File: src/rtl/nn_sequencer_pkg.sv
// Shared definitions for the layer sequencer: FSM state encoding and
// activation-datapath select codes.
package nn_sequencer_pkg;

   typedef enum logic [2:0] {
      ST_IDLE,
      ST_LOAD_W,
      ST_LOAD_IN,
      ST_START,
      ST_WAIT,
      ST_NEXT,
      ST_DONE,
      ST_ERROR
   } seq_state_t;

   localparam logic [1:0] ACT_IDLE     = 2'b00;
   localparam logic [1:0] ACT_FEEDBACK = 2'b01;
   localparam logic [1:0] ACT_OUTPUT   = 2'b10;

   // A run is in progress in every state except the three resting ones.
   function automatic logic is_active(input seq_state_t s);
      return !(s == ST_IDLE || s == ST_DONE || s == ST_ERROR);
   endfunction

endpackage

File: src/rtl/nn_sequencer_seq_counter.sv
// Clearable up-counter that saturates at all-ones instead of wrapping.
module seq_counter #(
   parameter int WIDTH = 4
) (
   input  logic             clk,
   input  logic             rst,
   input  logic             clr,
   input  logic             inc,
   output logic [WIDTH-1:0] count
);

   always_ff @(posedge clk or negedge rst) begin
      if (!rst) begin
         count <= '0;
      end else if (clr) begin
         count <= '0;
      end else if (inc && (count != '1)) begin
         count <= count + WIDTH'(1);
      end
   end

endmodule

File: src/rtl/nn_sequencer.sv
// Layer sequencer: walks weight load, input load, compute start and result
// collection for each layer, with a watchdog on the result wait.
module nn_sequencer #(
   parameter int W_CYCLES  = 2,
   parameter int IN_CYCLES = 2,
   parameter int TIMEOUT   = 64
) (
   input  logic       clk,
   input  logic       rst,
   input  logic       seq_start,
   input  logic       seq_abort,
   input  logic [3:0] seq_num_layers,
   input  logic [3:0] seq_num_vectors,
   input  logic       seq_lr_valid_1,
   input  logic       seq_lr_valid_2,
   output logic       seq_load_weights,
   output logic       seq_load_inputs,
   output logic       seq_nn_start,
   output logic [1:0] seq_activation_datapath,
   output logic [3:0] seq_layer_idx,
   output logic       seq_busy,
   output logic       seq_done,
   output logic       seq_error
);
   import nn_sequencer_pkg::*;

   localparam int PH_MAX = (W_CYCLES > IN_CYCLES) ? W_CYCLES : IN_CYCLES;
   localparam int PH_W   = $clog2(PH_MAX + 1);
   localparam int TMO_W  = $clog2(TIMEOUT + 1);

   seq_state_t       state, state_next;
   logic [3:0]       cfg_layers, cfg_vectors, layers_next, layer_next;
   logic [1:0]       act_next;
   logic             accept_start, error_next;
   logic [PH_W-1:0]  phase_cnt;
   logic [3:0]       beat_cnt;
   logic [TMO_W-1:0] tmo_cnt;
   logic             phase_clr, phase_inc, wait_clr, beat_inc, tmo_inc;

   // Column-1 valid carries no information for beat counting.
   logic unused_valid_1;
   assign unused_valid_1 = seq_lr_valid_1;

   seq_counter #(.WIDTH(PH_W)) u_phase_cnt (
      .clk(clk), .rst(rst), .clr(phase_clr), .inc(phase_inc), .count(phase_cnt)
   );
   seq_counter #(.WIDTH(4)) u_beat_cnt (
      .clk(clk), .rst(rst), .clr(wait_clr), .inc(beat_inc), .count(beat_cnt)
   );
   seq_counter #(.WIDTH(TMO_W)) u_tmo_cnt (
      .clk(clk), .rst(rst), .clr(wait_clr), .inc(tmo_inc), .count(tmo_cnt)
   );

   always_comb begin
      state_next   = state;
      accept_start = 1'b0;
      case (state)
         ST_IDLE: begin
            if (seq_start) begin
               accept_start = 1'b1;
               state_next   = (seq_num_layers == 4'd0) ? ST_DONE : ST_LOAD_W;
            end
         end
         ST_LOAD_W: begin
            if (phase_cnt == PH_W'(W_CYCLES - 1)) begin
               state_next = (seq_layer_idx == 4'd0) ? ST_LOAD_IN : ST_START;
            end
         end
         ST_LOAD_IN: begin
            if (phase_cnt == PH_W'(IN_CYCLES - 1)) state_next = ST_START;
         end
         ST_START: state_next = ST_WAIT;
         // Beat completion wins over a timeout expiring in the same cycle.
         ST_WAIT: begin
            if (beat_cnt == cfg_vectors) begin
               state_next = ST_NEXT;
            end else if (tmo_cnt >= TMO_W'(TIMEOUT - 1)) begin
               state_next = ST_ERROR;
            end
         end
         ST_NEXT: begin
            state_next = (seq_layer_idx + 4'd1 == cfg_layers) ? ST_DONE : ST_LOAD_W;
         end
         ST_DONE:  state_next = ST_IDLE;
         ST_ERROR: state_next = ST_IDLE;
         default:  state_next = ST_IDLE;
      endcase
      if (seq_abort) begin
         state_next   = ST_IDLE;
         accept_start = 1'b0;
      end

      layers_next = accept_start ? seq_num_layers : cfg_layers;
      layer_next  = seq_layer_idx;
      if (seq_abort || accept_start) begin
         layer_next = 4'd0;
      end else if (state == ST_NEXT) begin
         layer_next = seq_layer_idx + 4'd1;
      end

      if (!is_active(state_next)) begin
         act_next = ACT_IDLE;
      end else if (({1'b0, layer_next} + 5'd1) < {1'b0, layers_next}) begin
         act_next = ACT_FEEDBACK;
      end else begin
         act_next = ACT_OUTPUT;
      end

      error_next = seq_error;
      if (accept_start) error_next = 1'b0;
      if (state_next == ST_ERROR) error_next = 1'b1;

      // Every state change restarts the phase count for the state entered.
      phase_clr = (state_next != state);
      phase_inc = (state == ST_LOAD_W) || (state == ST_LOAD_IN);
      wait_clr  = (state == ST_START);
      beat_inc  = (state == ST_WAIT) && seq_lr_valid_2;
      tmo_inc   = (state == ST_WAIT);
   end

   // Outputs are decoded from the next state so each enable rises together
   // with entry into the state that owns it.
   always_ff @(posedge clk or negedge rst) begin
      if (!rst) begin
         state                   <= ST_IDLE;
         cfg_layers              <= 4'd0;
         cfg_vectors             <= 4'd0;
         seq_layer_idx           <= 4'd0;
         seq_load_weights        <= 1'b0;
         seq_load_inputs         <= 1'b0;
         seq_nn_start            <= 1'b0;
         seq_activation_datapath <= ACT_IDLE;
         seq_busy                <= 1'b0;
         seq_done                <= 1'b0;
         seq_error               <= 1'b0;
      end else begin
         state       <= state_next;
         cfg_layers  <= layers_next;
         if (accept_start) cfg_vectors <= seq_num_vectors;
         seq_layer_idx           <= layer_next;
         seq_load_weights        <= (state_next == ST_LOAD_W);
         seq_load_inputs         <= (state_next == ST_LOAD_IN);
         seq_nn_start            <= (state_next == ST_START);
         seq_activation_datapath <= act_next;
         seq_busy                <= is_active(state_next);
         seq_done                <= (state_next == ST_DONE);
         seq_error               <= error_next;
      end
   end

endmodule

File: config.mk
export PLATFORM = sky130hd
export DESIGN_NAME = nn_sequencer
export DESIGN_NICKNAME = d
export VERILOG_FILES = /design/src/rtl/nn_sequencer_pkg.sv /design/src/rtl/nn_sequencer_seq_counter.sv /design/src/rtl/nn_sequencer.sv
export SDC_FILE = /design/constraint.sdc
export NUM_CORES = 1
export LEC_CHECK = 0
export ABC_AREA = 1
export BUFFER_PORTS_ARGS = -buffer_cell sky130_fd_sc_hd__buf_4
export CAP_MARGIN = 40
export CORE_UTILIZATION = 55
export DETAILED_ROUTE_END_ITERATION = 10
export PLACE_DENSITY = 0.77
export SYNTH_ARGS = -nofsm -noshare
export SYNTH_HDL_FRONTEND = slang
export SYNTH_SLANG_ARGS = --single-unit
File: constraint.sdc
create_clock -name clk -period 2.96 [get_ports clk]
set_input_delay 0.444 -clock clk [delete_from_list [all_inputs] [get_ports clk]]
set_output_delay 0.444 -clock clk [all_outputs]
set_load 0.03 [all_outputs]
After elaboration in Yosys (flattened, before gate mapping)
Cells that the tools add are included.
{"block": "word_totals", "register_bits": 36, "wordCells": 84}
{"block": "op_classes", "addsub": 5, "n_lt_le_gt_ge": 2, "eq_ne": 19, "mux": 26, "reduce_logical": 18}
{"op": "2-to-1 mux 3 bit", "n": 8}
{"op": "case mux 3 bit (7 select lines)", "n": 1}
{"op": "2-to-1 mux 4 bit", "n": 5}
{"op": "== test 3 bit, second input constant", "n": 6}
{"op": "2-to-1 mux 7 bit", "n": 2}
{"op": "== test 3 x 2 -> 1 bit, second input constant", "n": 4}
{"op": "adder 4 x 1 -> 4 bit, second input constant", "n": 2}
{"op": "== test 4 bit", "n": 2}
{"op": "logical NOT 4 bit", "n": 2}
{"op": "2-to-1 mux 2 bit", "n": 4}
{"op": "nonzero test 2 bit", "n": 4}
{"op": "adder 7 x 1 -> 7 bit, second input constant", "n": 1}
{"op": "greater-or-equal comparator 7 x 6 -> 1 bit, second input constant", "n": 1}
{"op": "!= test 7 bit, second input constant", "n": 1}
{"op": "== test 3 x 1 -> 1 bit, second input constant", "n": 2}
{"op": "logical NOT 3 bit", "n": 2}
{"op": "2-to-1 mux 1 bit", "n": 6}
{"op": "adder 4 x 1 -> 5 bit, second input constant", "n": 1}
{"op": "< comparator 5 x 4 -> 1 bit", "n": 1}
{"op": "logical AND 1 bit", "n": 4}
{"op": "logical OR 1 bit", "n": 4}
{"op": "!= test 4 bit, second input constant", "n": 1}
{"op": "!= test 3 bit", "n": 1}
{"op": "adder 2 x 1 -> 2 bit, second input constant", "n": 1}
{"op": "other kinds (4)", "n": 4}

Depth between registers and ports, before layout
{"block": "depth", "word_depth": 9, "mapped_depth": 16}

By module
From an unflattened synthesis, not the netlist that was laid out.
{"block": "hier_totals", "hier_cells": 315, "hier_area_um2": 2378.5}
{"mod": "nn_sequencer", "n_inst": 1, "cells_per_inst": 211, "area_each_um2": 1607.8, "seq_area_each_um2": 575.6}
{"mod": "seq_counter (u_tmo_cnt)", "n_inst": 1, "cells_per_inst": 62, "area_each_um2": 441.7, "seq_area_each_um2": 175.2}
{"mod": "seq_counter (u_beat_cnt)", "n_inst": 1, "cells_per_inst": 29, "area_each_um2": 222.7, "seq_area_each_um2": 100.1}
{"mod": "seq_counter (u_phase_cnt)", "n_inst": 1, "cells_per_inst": 13, "area_each_um2": 106.4, "seq_area_each_um2": 50.0}

Worst setup path after synthesis
Ideal clock, no wire load.
{"block": "synth_timing", "path_kind": "reg2reg", "from": "register seq_layer_idx[0]", "to": "register seq_activation_datapath[0]", "setup_time_ns": 0.071, "arrival_ns": 2.541, "setup_slack_ns": 0.348, "path_stages_with_launch": 13, "synth_period_minus_slack_ns": 2.612, "cell_sequence": "dfrtp_1 > inv_1 > ha_1 > nor2_1 > a211oi_1 > ha_1 > xor2_1 > inv_1 > ha_1 > a21oi_1 > o211ai_1 > o21bai_1 > nor2_1"}
{"block": "synth_via", "word_cells_on_any_way": 19, "cone_classes": "add/sub (2); order compare (1); eq/ne (3); mux (9); reduce/logical (4)"}
{"item": "start, declared", "line_no": "nn_sequencer.sv:20", "text": "output logic [3:0] seq_layer_idx,"}
{"item": "start signal, assigned", "line_no": "nn_sequencer.sv:140", "text": "seq_layer_idx <= layer_next;"}
{"item": "adder 4 x 1 -> 4 bit", "line_no": "nn_sequencer.sv:98", "text": "layer_next = seq_layer_idx + 4'd1;"}
{"item": "2-to-1 mux 4 bit", "line_no": "nn_sequencer.sv:97", "text": "end else if (state == ST_NEXT) begin"}
{"item": "2-to-1 mux 4 bit", "line_no": "nn_sequencer.sv:95", "text": "if (seq_abort || accept_start) begin"}
{"item": "net layer_next[1]", "line_no": "nn_sequencer.sv:32", "text": "logic [3:0] cfg_layers, cfg_vectors, layers_next, layer_next;"}
{"item": "adder 4 x 1 -> 5 bit", "line_no": "nn_sequencer.sv:103", "text": "end else if (({1'b0, layer_next} + 5'd1) < {1'b0, layers_next}) begin"}
{"item": "< comparator 5 x 4 -> 1 bit", "line_no": "nn_sequencer.sv:103"}
{"item": "2-to-1 mux 2 bit", "line_no": "nn_sequencer.sv:103"}
{"item": "2-to-1 mux 2 bit", "line_no": "nn_sequencer.sv:101", "text": "if (!is_active(state_next)) begin"}
{"item": "net act_next[0]", "line_no": "nn_sequencer.sv:33", "text": "logic [1:0] act_next;"}
{"item": "end signal, assigned", "line_no": "nn_sequencer.sv:144", "text": "seq_activation_datapath <= act_next;"}
{"item": "end, declared", "line_no": "nn_sequencer.sv:19", "text": "output logic [1:0] seq_activation_datapath,"}
The timed path passes the listed nets, and every way through them passes these cells.
A chain may end at the register's enable or synchronous reset.

Final worst setup path
{"block": "layout_timing", "from": "register state[1]", "to": "register seq_activation_datapath[0]"}
{"block": "layout_via", "elab_chain_len": 9, "word_cells_on_any_way": 31, "cone_classes": "add/sub (1); order compare (1); eq/ne (9); mux (14); reduce/logical (6)"}
{"item": "start, declared", "line_no": "nn_sequencer.sv:31", "text": "seq_state_t state, state_next;"}
{"item": "start signal, assigned", "line_no": "nn_sequencer.sv:137", "text": "state <= state_next;"}
{"item": "logical NOT 3 bit", "line_no": "nn_sequencer.sv:57", "text": "case (state)"}
{"item": "2-to-1 mux 1 bit", "line_no": "nn_sequencer.sv:57"}
{"item": "2-to-1 mux 1 bit", "line_no": "nn_sequencer.sv:88", "text": "if (seq_abort) begin"}
{"item": "logical OR 1 bit", "line_no": "nn_sequencer.sv:95"}
{"item": "2-to-1 mux 4 bit *", "line_no": "nn_sequencer.sv:95"}
{"item": "net layer_next[0]", "line_no": "nn_sequencer.sv:32"}
{"item": "adder 4 x 1 -> 5 bit *", "line_no": "nn_sequencer.sv:103"}
{"item": "< comparator 5 x 4 -> 1 bit *", "line_no": "nn_sequencer.sv:103"}
{"item": "2-to-1 mux 2 bit *", "line_no": "nn_sequencer.sv:103"}
{"item": "2-to-1 mux 2 bit *", "line_no": "nn_sequencer.sv:101"}
{"item": "net act_next[0]", "line_no": "nn_sequencer.sv:33"}
Mark *: on every way through the listed nets, which the timed path passes. The rest lies on a longest branch.

==> results.cfg <==
[clock_tree]
clkTransAtPathRegs_ns = 0.07
postCtsSetupBuffers = 0
cts_resized = 0
clock_latency_ns = 0.29
cts_sinks = 36
cts_max_path_buffers = 2
cts_tree = yes
ctsHoldBuffers = 0
root_buffer = clkbuf_8
cts_max_level = 2
cts_buffers = 5

[timing]
setup_tns_ns = 0
rsz0062_at_grt = no
tightest_slew_ns = 0.500
relSlewSlack = 0.664
finalMaxSlewViolations = 0
min_period_ns = 2.60
fmax_mhz = 384
setup_violations = 0
fin_skew_ns = 0.00485
hold_viol = 0
fin_crit_sh = 0.879

[layout]
area_growth_pct = 15.6
fin_cells = 363
drive_gt1_frac = 0.194
antennaDiodeCount = 0
fillers = 336
final_nets = 338

[critical_path]
worstPathRequired_ns = 3.19
worstSetupPathType = reg2reg
arrival_ns = 2.83
critical_path_peak_fanout = 5
start_kind = flop
crit_path_end_kind = flop

[place]
gp_congestion = 0.862
io_buffers = 24
placed_cells = 355
hpwl_um = 3130

[global_route]
antenna_found_initial = 0
grt_pass1_wl_um = 7550
grt_usage = 0.237
globalRouteOverflowTotal = 0
grt_max_degree = 37
grt_pass1_vias = 1703

[route]
vias_per_cell = 5.09
wl_per_cell_um = 11.2
wl_um = 4060
drtIter0Drc = 140
drc = 0
vias = 1847
wl_met1_um = 1910
met3_length_um = 175
route.met2.wl_um = 1900
highest_layer = met4
first_pass_iters = 4
ant_nets = 0

[floorplan]
start_util = 0.582
fp-row-count = 22
ios = 26
fp.dieW_um = 64.7
fp.dieH_um = 64.7
die-area_um2 = 4190
core-area_um2 = 3720

[synth]
synth_cell_types = 33
syn-cell-area_um2 = 2160
yosys_warnings = 0
synth_cells = 283
yosys_register_bits = 36
avgSynthCellArea_um2 = 7.64
synth_nets = 307
yosysSeqAreaShare = 0.416

[outcome]
outcome = complete, no violations

[power_and_ir_drop]
peakVddDrop_mv = 0.435
p_per_area_nw_per_um2 = 879
p_leak_nw = 1.30

[job]
drv_cap = 0

[min_path]
hold_path.class = in2async
==> logic make-up (layout without fill, tap and decap cells) <==
family	after synthesis	in the layout	synth area share
adders and majority gates	10	10	0.0578
DFF	36	36	0.416
xor gates and xnor gates	4	4	0.0162
and+or+nand+nor	144	144	0.319
buffers and inverters	53	85	0.0943
AOI/OAI and AO/OA	36	36	0.0966
==> power breakdown <==
| group | total, mW | switching, mW | internal, mW |
|---|---|---|---|
| Clock | 0.361 | 0.171 | 0.190 |
| Combinational | 1.06 | 0.686 | 0.371 |
| Sequential | 0.780 | 0.124 | 0.656 |
==> worst paths after layout <==
check	cells past startpoint	endpoint	slack (ns)	from
min in group clk	3	cfg_vectors[0]	0.35	seq_num_vectors[0]
worst max register to register	16	seq_activation_datapath[0]	0.36	state[1]
worst min-delay path	1	u_tmo_cnt.count[3]	0.09	rst
worst max-delay path	16	seq_activation_datapath[0]	0.36	state[1]
max in group asynchronous	1	cfg_layers[3]	2.55	rst
worst min register to register	1	u_tmo_cnt.count[4]	0.52	u_tmo_cnt.count[3]
==> sequential cells by signal (all words and copies together), names as in the netlist, 2 cells and up <==
signal / count
state: 3
u_tmo_cnt.count: 7
u_beat_cnt.count: 4
cfg_vectors: 4
seq_layer_idx: 4
seq_activation_datapath: 2
u_phase_cnt.count: 2
cfg_layers: 4
==> final cells by class <==
type                            instances  area, µm²  area share
Inverter                               52        199      0.0795
Sequential cell                        36        901       0.360
Multi-Input combinational cell        194       1060       0.425
Timing Repair Buffer                   25        188      0.0750
Tap cell                               48       60.1      0.0240
Clock buffer                            8       90.1      0.0360
==> stage by stage <==
stage	total power, mW	instance area [µm²]	worst slack [ns]	util	hold WS (ns)
5_1_grt	2.42	2500	0.0836	0.673	0.123
3_5_place_dp	1.84	2410	0.298	0.647	0.424
4_1_cts	2.22	2500	0.272	0.672	0.105
2_1_floorplan	1.58	2160	0.348	-	0.148
3_3_place_gp	1.81	2410	0.402	0.647	0.421
6_report	2.20	2500	0.358	0.673	0.0933
==> layer usage <==
| metal | up-vias | GRT usage |
|---|---|---|
| li1 | 963 | - |
| met1 | 836 | 0.314 |
| met2 | 42 | 0.366 |
| met3 | 6 | 0.0616 |
| met4 | 0 | 0.0972 |
| met5 | - | 0 |
==> Yosys cell counts <==
cell,count,area share
nand2_1,70,0.12
inv_1,42,0.073
dfrtp_1,36,0.42
nor2_1,24,0.042
nand3_1,21,0.049
o21ai_0,15,0.035
ha_1,10,0.058
a21oi_1,8,0.019
inv_2,8,0.014
nand2_2,6,0.017
nor2_4,5,0.026
nor3_1,5,0.012
nand4_1,4,0.012
a211oi_1,3,0.010
nand3_2,3,0.014
o21ai_1,2,0.0046
o21bai_1,2,0.0069
o31ai_1,2,0.0069
xnor2_1,2,0.0081
xor2_1,2,0.0081
a21oi_2,1,0.0040
a31oi_1,1,0.0029
and2_1,1,0.0029
buf_2,1,0.0023
clkinv_2,1,0.0023
inv_4,1,0.0029
nand2_4,1,0.0052
nor3_2,1,0.0046
nor3_4,1,0.0075
nor3b_1,1,0.0035
nor4_1,1,0.0029
o211ai_1,1,0.0035
o21ai_2,1,0.0040
==> placed cells by master, fill, tap and decap left out, types with 2 or more instances in the layout <==
cell type	count
nor2_4	5
a21oi_1	8
inv_1	42
buf_4	25
ha_1	10
inv_2	8
nand4_1	4
o31ai_1	2
nand2_1	70
clkbuf_1	2
o21ai_0	15
a211oi_1	2
nand3_2	3
xor2_1	2
nor3_1	5
nand2_2	6
o21ai_1	2
nand3_1	21
o21bai_1	2
clkbuf_8	6
dfrtp_1	36
xnor2_1	2
nor2_1	24
==> worst max-delay path: stages, from the launching register on <==
cell      delay (ns)
dfrtp_1         0.43
inv_2           0.14
nand2_2         0.12
nor2_4          0.15
nand2_2         0.12
nand2_2         0.11
inv_2           0.05
nand3_1         0.06
inv_1           0.07
ha_1            0.23
xor2_1          0.20
inv_1           0.06
ha_1            0.31
a21oi_1         0.13
o211ai_1        0.11
o21bai_1        0.17
nor2_1          0.08
(Power assumes the default switching activity.)
